## src/rtl/lsu_mem_master_if.sv

```systemverilog
// Request/response handshakes and byte-addressed data-memory port of the LSU.
// The master modport is the LSU side; slave is the CPU/memory environment side.
interface lsu_mem_master_if;
  logic        req_valid;
  logic        req_ready;
  logic        req_we;
  logic [2:0]  req_func;
  logic [31:0] req_addr;
  logic [31:0] req_wdata;
  logic        resp_valid;
  logic        resp_ready;
  logic [31:0] resp_rdata;
  logic        resp_err;
  logic        mem_en;
  logic        mem_read;
  logic [31:0] mem_addr;
  logic [2:0]  mem_func;
  logic [31:0] mem_wdata;
  logic [31:0] mem_rdata;

  modport master (
    input  req_valid, req_we, req_func, req_addr, req_wdata, resp_ready, mem_rdata,
    output req_ready, resp_valid, resp_rdata, resp_err, mem_en, mem_read, mem_addr,
           mem_func, mem_wdata
  );

  modport slave (
    output req_valid, req_we, req_func, req_addr, req_wdata, resp_ready, mem_rdata,
    input  req_ready, resp_valid, resp_rdata, resp_err, mem_en, mem_read, mem_addr,
           mem_func, mem_wdata
  );
endinterface

```

## src/rtl/lsu_mem_master.sv

```systemverilog
// Single-outstanding load/store initiator with RISC-V load extension and registered outputs.
// Define LSU_SPLIT_EN to split misaligned half/word accesses into byte beats instead of erroring.
module lsu_mem_master #(
  parameter int unsigned MEM_WAIT = 1
) (
  input logic              clk,
  input logic              rst,
  lsu_mem_master_if.master bus
);
  typedef enum logic [1:0] {StIdle, StAccess, StResp} state_e;

  state_e      state_q;
  logic        req_ready_q, resp_valid_q, resp_err_q;
  logic [31:0] resp_rdata_q;
  logic        mem_en_q, mem_read_q;
  logic [2:0]  mem_func_q;
  logic [31:0] mem_addr_q, mem_wdata_q;
  logic        we_q, err_q;
  logic [2:0]  func_q;
  logic [3:0]  wait_q;

  logic        func_ok, misaligned, bad, wait_done, last_beat;
  logic [2:0]  rd_func;
  logic [31:0] raw_data, load_data;

  assign func_ok    = bus.req_we ? (bus.req_func <= 3'd2)
                                 : (bus.req_func <= 3'd5 && bus.req_func[1:0] != 2'd3);
  assign misaligned = (bus.req_func[1:0] == 2'd1 && bus.req_addr[0]) ||
                      (bus.req_func[1:0] == 2'd2 && bus.req_addr[1:0] != 2'd0);
  assign wait_done  = (wait_q == 4'(MEM_WAIT - 1));

  // Reads always use the zero-extending memory encodings; sign extension is done here.
  always_comb begin
    case (bus.req_func[1:0])
      2'd0:    rd_func = 3'd4;
      2'd1:    rd_func = 3'd5;
      default: rd_func = 3'd2;
    endcase
  end

`ifdef LSU_SPLIT_EN
  logic        split_q;
  logic [1:0]  beat_q, last_q, beat_nxt;
  logic [31:0] addr_q, wdata_q, asm_q, asm_nxt;

  assign bad       = !func_ok;
  assign beat_nxt  = beat_q + 2'd1;
  assign asm_nxt   = asm_q | ({24'h0, bus.mem_rdata[7:0]} << {beat_q, 3'b000});
  assign last_beat = (beat_q == last_q);
  assign raw_data  = split_q ? asm_nxt : bus.mem_rdata;
`else
  assign bad       = !func_ok || misaligned;
  assign last_beat = 1'b1;
  assign raw_data  = bus.mem_rdata;
`endif

  always_comb begin
    case (func_q)
      3'd0:    load_data = {{24{raw_data[7]}}, raw_data[7:0]};
      3'd1:    load_data = {{16{raw_data[15]}}, raw_data[15:0]};
      3'd4:    load_data = {24'h0, raw_data[7:0]};
      3'd5:    load_data = {16'h0, raw_data[15:0]};
      default: load_data = raw_data;
    endcase
  end

  always_ff @(posedge clk or posedge rst) begin
    if (rst) begin
      state_q      <= StIdle;
      req_ready_q  <= 1'b1;
      resp_valid_q <= 1'b0;
      resp_err_q   <= 1'b0;
      resp_rdata_q <= '0;
      mem_en_q     <= 1'b0;
      mem_read_q   <= 1'b0;
      mem_func_q   <= '0;
      mem_addr_q   <= '0;
      mem_wdata_q  <= '0;
      we_q         <= 1'b0;
      err_q        <= 1'b0;
      func_q       <= '0;
      wait_q       <= '0;
`ifdef LSU_SPLIT_EN
      split_q      <= 1'b0;
      beat_q       <= '0;
      last_q       <= '0;
      addr_q       <= '0;
      wdata_q      <= '0;
      asm_q        <= '0;
`endif
    end else begin
      case (state_q)
        StIdle: begin
          if (bus.req_valid) begin
            state_q     <= StAccess;
            req_ready_q <= 1'b0;
            we_q        <= bus.req_we;
            func_q      <= bus.req_func;
            wait_q      <= '0;
            err_q       <= bad;
            // Errors spend one silent cycle in StAccess so the response lands at T+1.
            if (!bad) begin
              mem_en_q    <= 1'b1;
              mem_read_q  <= !bus.req_we;
              mem_addr_q  <= bus.req_addr;
              mem_func_q  <= bus.req_we ? {1'b0, bus.req_func[1:0]} : rd_func;
              mem_wdata_q <= bus.req_we ? bus.req_wdata : '0;
`ifdef LSU_SPLIT_EN
              if (misaligned) begin
                mem_func_q  <= bus.req_we ? 3'd0 : 3'd4;
                mem_wdata_q <= bus.req_we ? {24'h0, bus.req_wdata[7:0]} : '0;
              end
`endif
            end
`ifdef LSU_SPLIT_EN
            split_q <= misaligned;
            beat_q  <= '0;
            last_q  <= misaligned ? (bus.req_func[1] ? 2'd3 : 2'd1) : 2'd0;
            addr_q  <= bus.req_addr;
            wdata_q <= bus.req_wdata;
            asm_q   <= '0;
`endif
          end
        end
        StAccess: begin
          if (err_q) begin
            state_q      <= StResp;
            resp_valid_q <= 1'b1;
            resp_err_q   <= 1'b1;
            resp_rdata_q <= '0;
          end else if (!wait_done) begin
            wait_q <= wait_q + 4'd1;
          end else begin
            wait_q <= '0;
            if (last_beat) begin
              state_q      <= StResp;
              resp_valid_q <= 1'b1;
              resp_err_q   <= 1'b0;
              resp_rdata_q <= we_q ? '0 : load_data;
              mem_en_q     <= 1'b0;
              mem_read_q   <= 1'b0;
              mem_func_q   <= '0;
              mem_addr_q   <= '0;
              mem_wdata_q  <= '0;
            end
`ifdef LSU_SPLIT_EN
            else begin
              beat_q      <= beat_nxt;
              asm_q       <= asm_nxt;
              mem_addr_q  <= addr_q + {30'h0, beat_nxt};
              mem_wdata_q <= we_q ? {24'h0, wdata_q[{beat_nxt, 3'b000} +: 8]} : '0;
            end
`endif
          end
        end
        StResp: begin
          if (bus.resp_ready) begin
            state_q      <= StIdle;
            req_ready_q  <= 1'b1;
            resp_valid_q <= 1'b0;
            resp_err_q   <= 1'b0;
            resp_rdata_q <= '0;
            err_q        <= 1'b0;
          end
        end
        default: state_q <= StIdle;
      endcase
    end
  end

  assign bus.req_ready  = req_ready_q;
  assign bus.resp_valid = resp_valid_q;
  assign bus.resp_rdata = resp_rdata_q;
  assign bus.resp_err   = resp_err_q;
  assign bus.mem_en     = mem_en_q;
  assign bus.mem_read   = mem_read_q;
  assign bus.mem_addr   = mem_addr_q;
  assign bus.mem_func   = mem_func_q;
  assign bus.mem_wdata  = mem_wdata_q;
endmodule

```

## src/flat_wrapper.sv

```systemverilog
// flat-port wrapper written by rule: the top's interface ports become plain ports
module lsu_mem_master_flat 
#(
  parameter int unsigned MEM_WAIT = 1
)
  (clk, rst, bus_req_valid, bus_req_we, bus_req_func, bus_req_addr, bus_req_wdata, bus_resp_ready, bus_mem_rdata, bus_req_ready, bus_resp_valid, bus_resp_rdata, bus_resp_err, bus_mem_en, bus_mem_read, bus_mem_addr, bus_mem_func, bus_mem_wdata);
  lsu_mem_master_if bus_i ();
  input logic clk;
  input logic rst;
  input wire logic [$bits(bus_i.req_valid)-1:0] bus_req_valid;
  input wire logic [$bits(bus_i.req_we)-1:0] bus_req_we;
  input wire logic [$bits(bus_i.req_func)-1:0] bus_req_func;
  input wire logic [$bits(bus_i.req_addr)-1:0] bus_req_addr;
  input wire logic [$bits(bus_i.req_wdata)-1:0] bus_req_wdata;
  input wire logic [$bits(bus_i.resp_ready)-1:0] bus_resp_ready;
  input wire logic [$bits(bus_i.mem_rdata)-1:0] bus_mem_rdata;
  output wire logic [$bits(bus_i.req_ready)-1:0] bus_req_ready;
  output wire logic [$bits(bus_i.resp_valid)-1:0] bus_resp_valid;
  output wire logic [$bits(bus_i.resp_rdata)-1:0] bus_resp_rdata;
  output wire logic [$bits(bus_i.resp_err)-1:0] bus_resp_err;
  output wire logic [$bits(bus_i.mem_en)-1:0] bus_mem_en;
  output wire logic [$bits(bus_i.mem_read)-1:0] bus_mem_read;
  output wire logic [$bits(bus_i.mem_addr)-1:0] bus_mem_addr;
  output wire logic [$bits(bus_i.mem_func)-1:0] bus_mem_func;
  output wire logic [$bits(bus_i.mem_wdata)-1:0] bus_mem_wdata;
  assign bus_i.req_valid = bus_req_valid;
  assign bus_i.req_we = bus_req_we;
  assign bus_i.req_func = bus_req_func;
  assign bus_i.req_addr = bus_req_addr;
  assign bus_i.req_wdata = bus_req_wdata;
  assign bus_i.resp_ready = bus_resp_ready;
  assign bus_i.mem_rdata = bus_mem_rdata;
  assign bus_req_ready = bus_i.req_ready;
  assign bus_resp_valid = bus_i.resp_valid;
  assign bus_resp_rdata = bus_i.resp_rdata;
  assign bus_resp_err = bus_i.resp_err;
  assign bus_mem_en = bus_i.mem_en;
  assign bus_mem_read = bus_i.mem_read;
  assign bus_mem_addr = bus_i.mem_addr;
  assign bus_mem_func = bus_i.mem_func;
  assign bus_mem_wdata = bus_i.mem_wdata;
  lsu_mem_master #(.MEM_WAIT(MEM_WAIT)) u_core (.clk(clk), .rst(rst), .bus(bus_i));
endmodule
```

## config.mk

```make
export PLATFORM = sky130hd
export DESIGN_NAME = lsu_mem_master_flat
export DESIGN_NICKNAME = d
export VERILOG_FILES = /design/src/rtl/lsu_mem_master_if.sv /design/src/rtl/lsu_mem_master.sv /design/src/flat_wrapper.sv
export SDC_FILE = /design/constraint.sdc
export NUM_CORES = 1
export LEC_CHECK = 0
export CAP_MARGIN = 15
export CORE_MARGIN = 5
export CORE_UTILIZATION = 38
export DETAILED_ROUTE_END_ITERATION = 6
export GPL_TIMING_DRIVEN = 0
export HOLD_SLACK_MARGIN = 0.06
export PLACE_DENSITY = 0.76
export SETUP_SLACK_MARGIN = 0.05
export SLEW_MARGIN = 20
export SYNTH_ARGS = -nofsm -noshare
export SYNTH_HDL_FRONTEND = slang
export SYNTH_SLANG_ARGS = --single-unit
```

## constraint.sdc

```tcl
create_clock -name clk -period 3.2 [get_ports clk]
set_input_delay 0.32 -clock clk [delete_from_list [all_inputs] [get_ports clk]]
set_output_delay 0.32 -clock clk [all_outputs]
set_load 0.02 [all_outputs]
```

==> results.ini <==
[status]
status = finished, final reports clean

[power_and_ir_drop]
p_switching_uw = 2710
p_int_uw = 4900
powerDensity_mw_per_mm2 = 969
power.share.clock_pct = 26.1
p_leak_uw = 0.00341
netSwitchingFraction_pct = 35.6
pwr-share-comb_pct = 44.7
irDropWorstVdd_mv = 0.424
seq_power_share_pct = 29.2
finalPower_uw = 7610

[worst_setup_path]
critPathMaxStageDelay_ns = 0.59
crit_required_ns = 3.48
reg2reg_depth = 8
rrSetupSlack_ns = 0.71
r2r-start = u_core.state_q[0]$_DFFE_PP0P_
critPathCaptureType = register
cp-start-kind = register
cp_cell_sequence = inv_1, ha_1, buf_2, nand2b_1, o211ai_2, a211oi_4, buf_6, mux2_1
cp_data_arrival_time_ns = 2.77
reg2reg_to = u_core.bus.mem_addr[6]$_DFFE_PP0P_
crit_fanout = 10
worstSetupPathType = register to register
critical_path.slowest_cell = a211oi_4

[die]
die_width_um = 123
dieHeight_um = 123
initial_core_util_pct = 38.6
core-area_mm2 = 0.0126
dieArea_mm2 = 0.0151
rows = 41
ios = 208

[route]
dr.pass1.iters = 4
vias = 3912
postRouteAntennaNets = 0
drt-initial-drc-count = 136
wirelength_um = 13000
wl_per_cell_um = 16.1
post-route-drc-count = 0
vias_per_cell = 4.82

[timing]
setup_slack_ns = 0.710
min_period_ns = 2.49
setup_viol = 0
finalSetupTns_ns = 0
max-slew-margin-rel_pct = 44.7
rsz0062_at_grt = false
finalHoldViolations = 0
fmax_mhz = 402
worstMarginPinSlew_ns = 0.817
finalMaxSlewViolations = 0
finalCritPeriodShare_pct = 77.8
skew_ns = 0.00944
holdWs_ns = 0.250

[grt]
grt_max_degree = 30
antenna_found_initial = 0
grt_pass1_vias = 4123
grt_use_total_pct = 17.4
grt_overflow = 0
grt_pass1_wl_um = 20700

[clock_network]
cts.sinks = 115
clockBufferDepth = 2
htreeDepth = 4
clk_pin_slew_ns = 0.05
post-cts-setup-buffers = 0
cts_inserted_buffers = 17
cts_root_buffer = clkbuf_16
cts_tree = built
ctsResizeCount = 0
clk_latency_ns = 0.40
cts_hold_buf = 0

[synthesis]
seq_area_frac_synth_pct = 59.3
syn-cell-area_mm2 = 0.00485
synthFlopType = dfrtp_1
async_flop_share_pct = 100
syn_area_per_cell_um2 = 12.2
synth_edf_count = 0
synth-seq-cells = 115
syn_nets = 507
yosys_warnings = 0
synth_cells = 397
yosysUniqueCellTypes = 33

[place]
post-place-ws_ns = 0.555
io_buffers = 207
dp_cells = 780
place_congestion = 0.765
hpwlAfterDp_um = 9880

[finish]
fin_cells = 812
drive_above_1_share_pct = 9.84
antenna_cells = 0
num-nets-final = 737
final_cell_mix = 207 x clkdlybuf4s50_1, 114 x dfrtp_1, 49 x a22o_1, 48 x nor2b_1, 36 x o21ai_0
layout_commonest_cell = clkdlybuf4s50_1
syn_to_final_growth_pct = 61.9

[job]
drv_cap = 0

[hold_path]
min_path_type = input port to async pin

state kept, by name (all words and copies together), names as in the netlist:
name and cells:
u_core.bus.mem_addr 32, u_core.bus.mem_wdata 32, u_core.bus.resp_rdata 32, u_core.wait_q 4
u_core.bus.mem_func 3, u_core.func_q 3, u_core.state_q 2, u_core.bus.mem_en 1
u_core.bus.mem_read 1, u_core.bus.req_ready 1, u_core.bus.resp_err 1, u_core.bus.resp_valid 1
u_core.err_q 1, u_core.we_q 1
through the flow:
step / utilization [%] / instance area [um^2]
finish: 62.5 / 7860
CTS: 62.5 / 7860
detailed placement: 57.6 / 7230
global route: 62.5 / 7860
floorplan: - / 4860
global placement: 56.9 / 7150
cell type report:
type,instances,area (um^2)
Fill cell,1011,4710
Sequential cell,115,2880
Timing Repair Buffer,211,2160
Multi-Input combinational cell,250,1830
Clock buffer,20,447
Tap cell,172,215
Clock inverter,12,180
Buffer,23,116
Inverter,9,37.5
critical path, delay by kind of cell, from the launching register on:
kind	cells	cell delay [ns]
buf+inv	3	0.50
simple gates	1	0.15
mux	1	0.34
fa+ha+maj	1	0.20
flops	1	0.37
compound gates	2	0.82
synthesized netlist by cell type, types with 2 or more instances:
cell type | count | share of area, %
a21oi_1 | 2 | 0.21
a22o_1 | 49 | 8.8
buf_2 | 6 | 0.62
buf_6 | 3 | 0.70
clkbuf_1 | 14 | 1.1
dfrtp_1 | 114 | 59
ha_1 | 6 | 1.5
inv_1 | 9 | 0.70
mux2_1 | 28 | 6.5
mux2_2 | 12 | 2.8
mux2i_1 | 2 | 0.41
nand2_1 | 35 | 2.7
nand2b_1 | 6 | 0.77
nor2_1 | 8 | 0.62
nor2b_1 | 48 | 6.2
nor3_1 | 3 | 0.31
o21ai_0 | 36 | 3.7
cell families (layout without fill, tap and decap cells):
kind of cell / Yosys count / count (layout) / synth area share [%]
adders and majority gates: 6 / 6 / 1.55
and+or+nand+nor: 107 / 107 / 11.9
buffers and inverters: 32 / 275 / 3.09
DFF: 115 / 115 / 59.3
muxes: 42 / 42 / 9.69
AOI/OAI and AO/OA: 95 / 95 / 14.5
power groups by stage:
| stage | Sequential, uW | Combinational [uW] | Clock [uW] |
|---|---|---|---|
| after global routing | 2280 | 3670 | 2100 |
| final | 2220 | 3400 | 1990 |
| after detailed placement | 2240 | 3430 | 0 |
| after floorplan | 2730 | 1490 | 0 |
| after CTS | 2230 | 3460 | 2030 |
| after global placement | 2220 | 3350 | 0 |
layer usage:
layer / wire, um / vias to the layer above / global-route usage (%)
met5: 0 / - / 0
met4: 236 / 0 / 6.57
met3: 1010 / 20 / 5.72
met2: 6440 / 147 / 28.5
met1: 5360 / 1885 / 21.6
li1: - / 1860 / -
how the worst max path moves through the flow:
stage	startpoint	to	slack [ns]	cells after the start
floorplan	u_core.state_q[0]$_DFFE_PP0P_	u_core.bus.mem_addr[20]$_DFFE_PP0P_	1.04	8
global placement	rst	u_core.bus.mem_addr[24]$_DFFE_PP0P_	0.43	2
detailed placement	bus_req_we	u_core.bus.mem_addr[6]$_DFFE_PP0P_	0.55	6
CTS	u_core.state_q[0]$_DFFE_PP0P_	u_core.bus.mem_addr[6]$_DFFE_PP0P_	0.70	8
global route	u_core.state_q[0]$_DFFE_PP0P_	u_core.bus.mem_addr[6]$_DFFE_PP0P_	0.53	8
finish	u_core.state_q[0]$_DFFE_PP0P_	u_core.bus.mem_addr[6]$_DFFE_PP0P_	0.71	8
No activity file was read; power rests on OpenSTA's default activity.
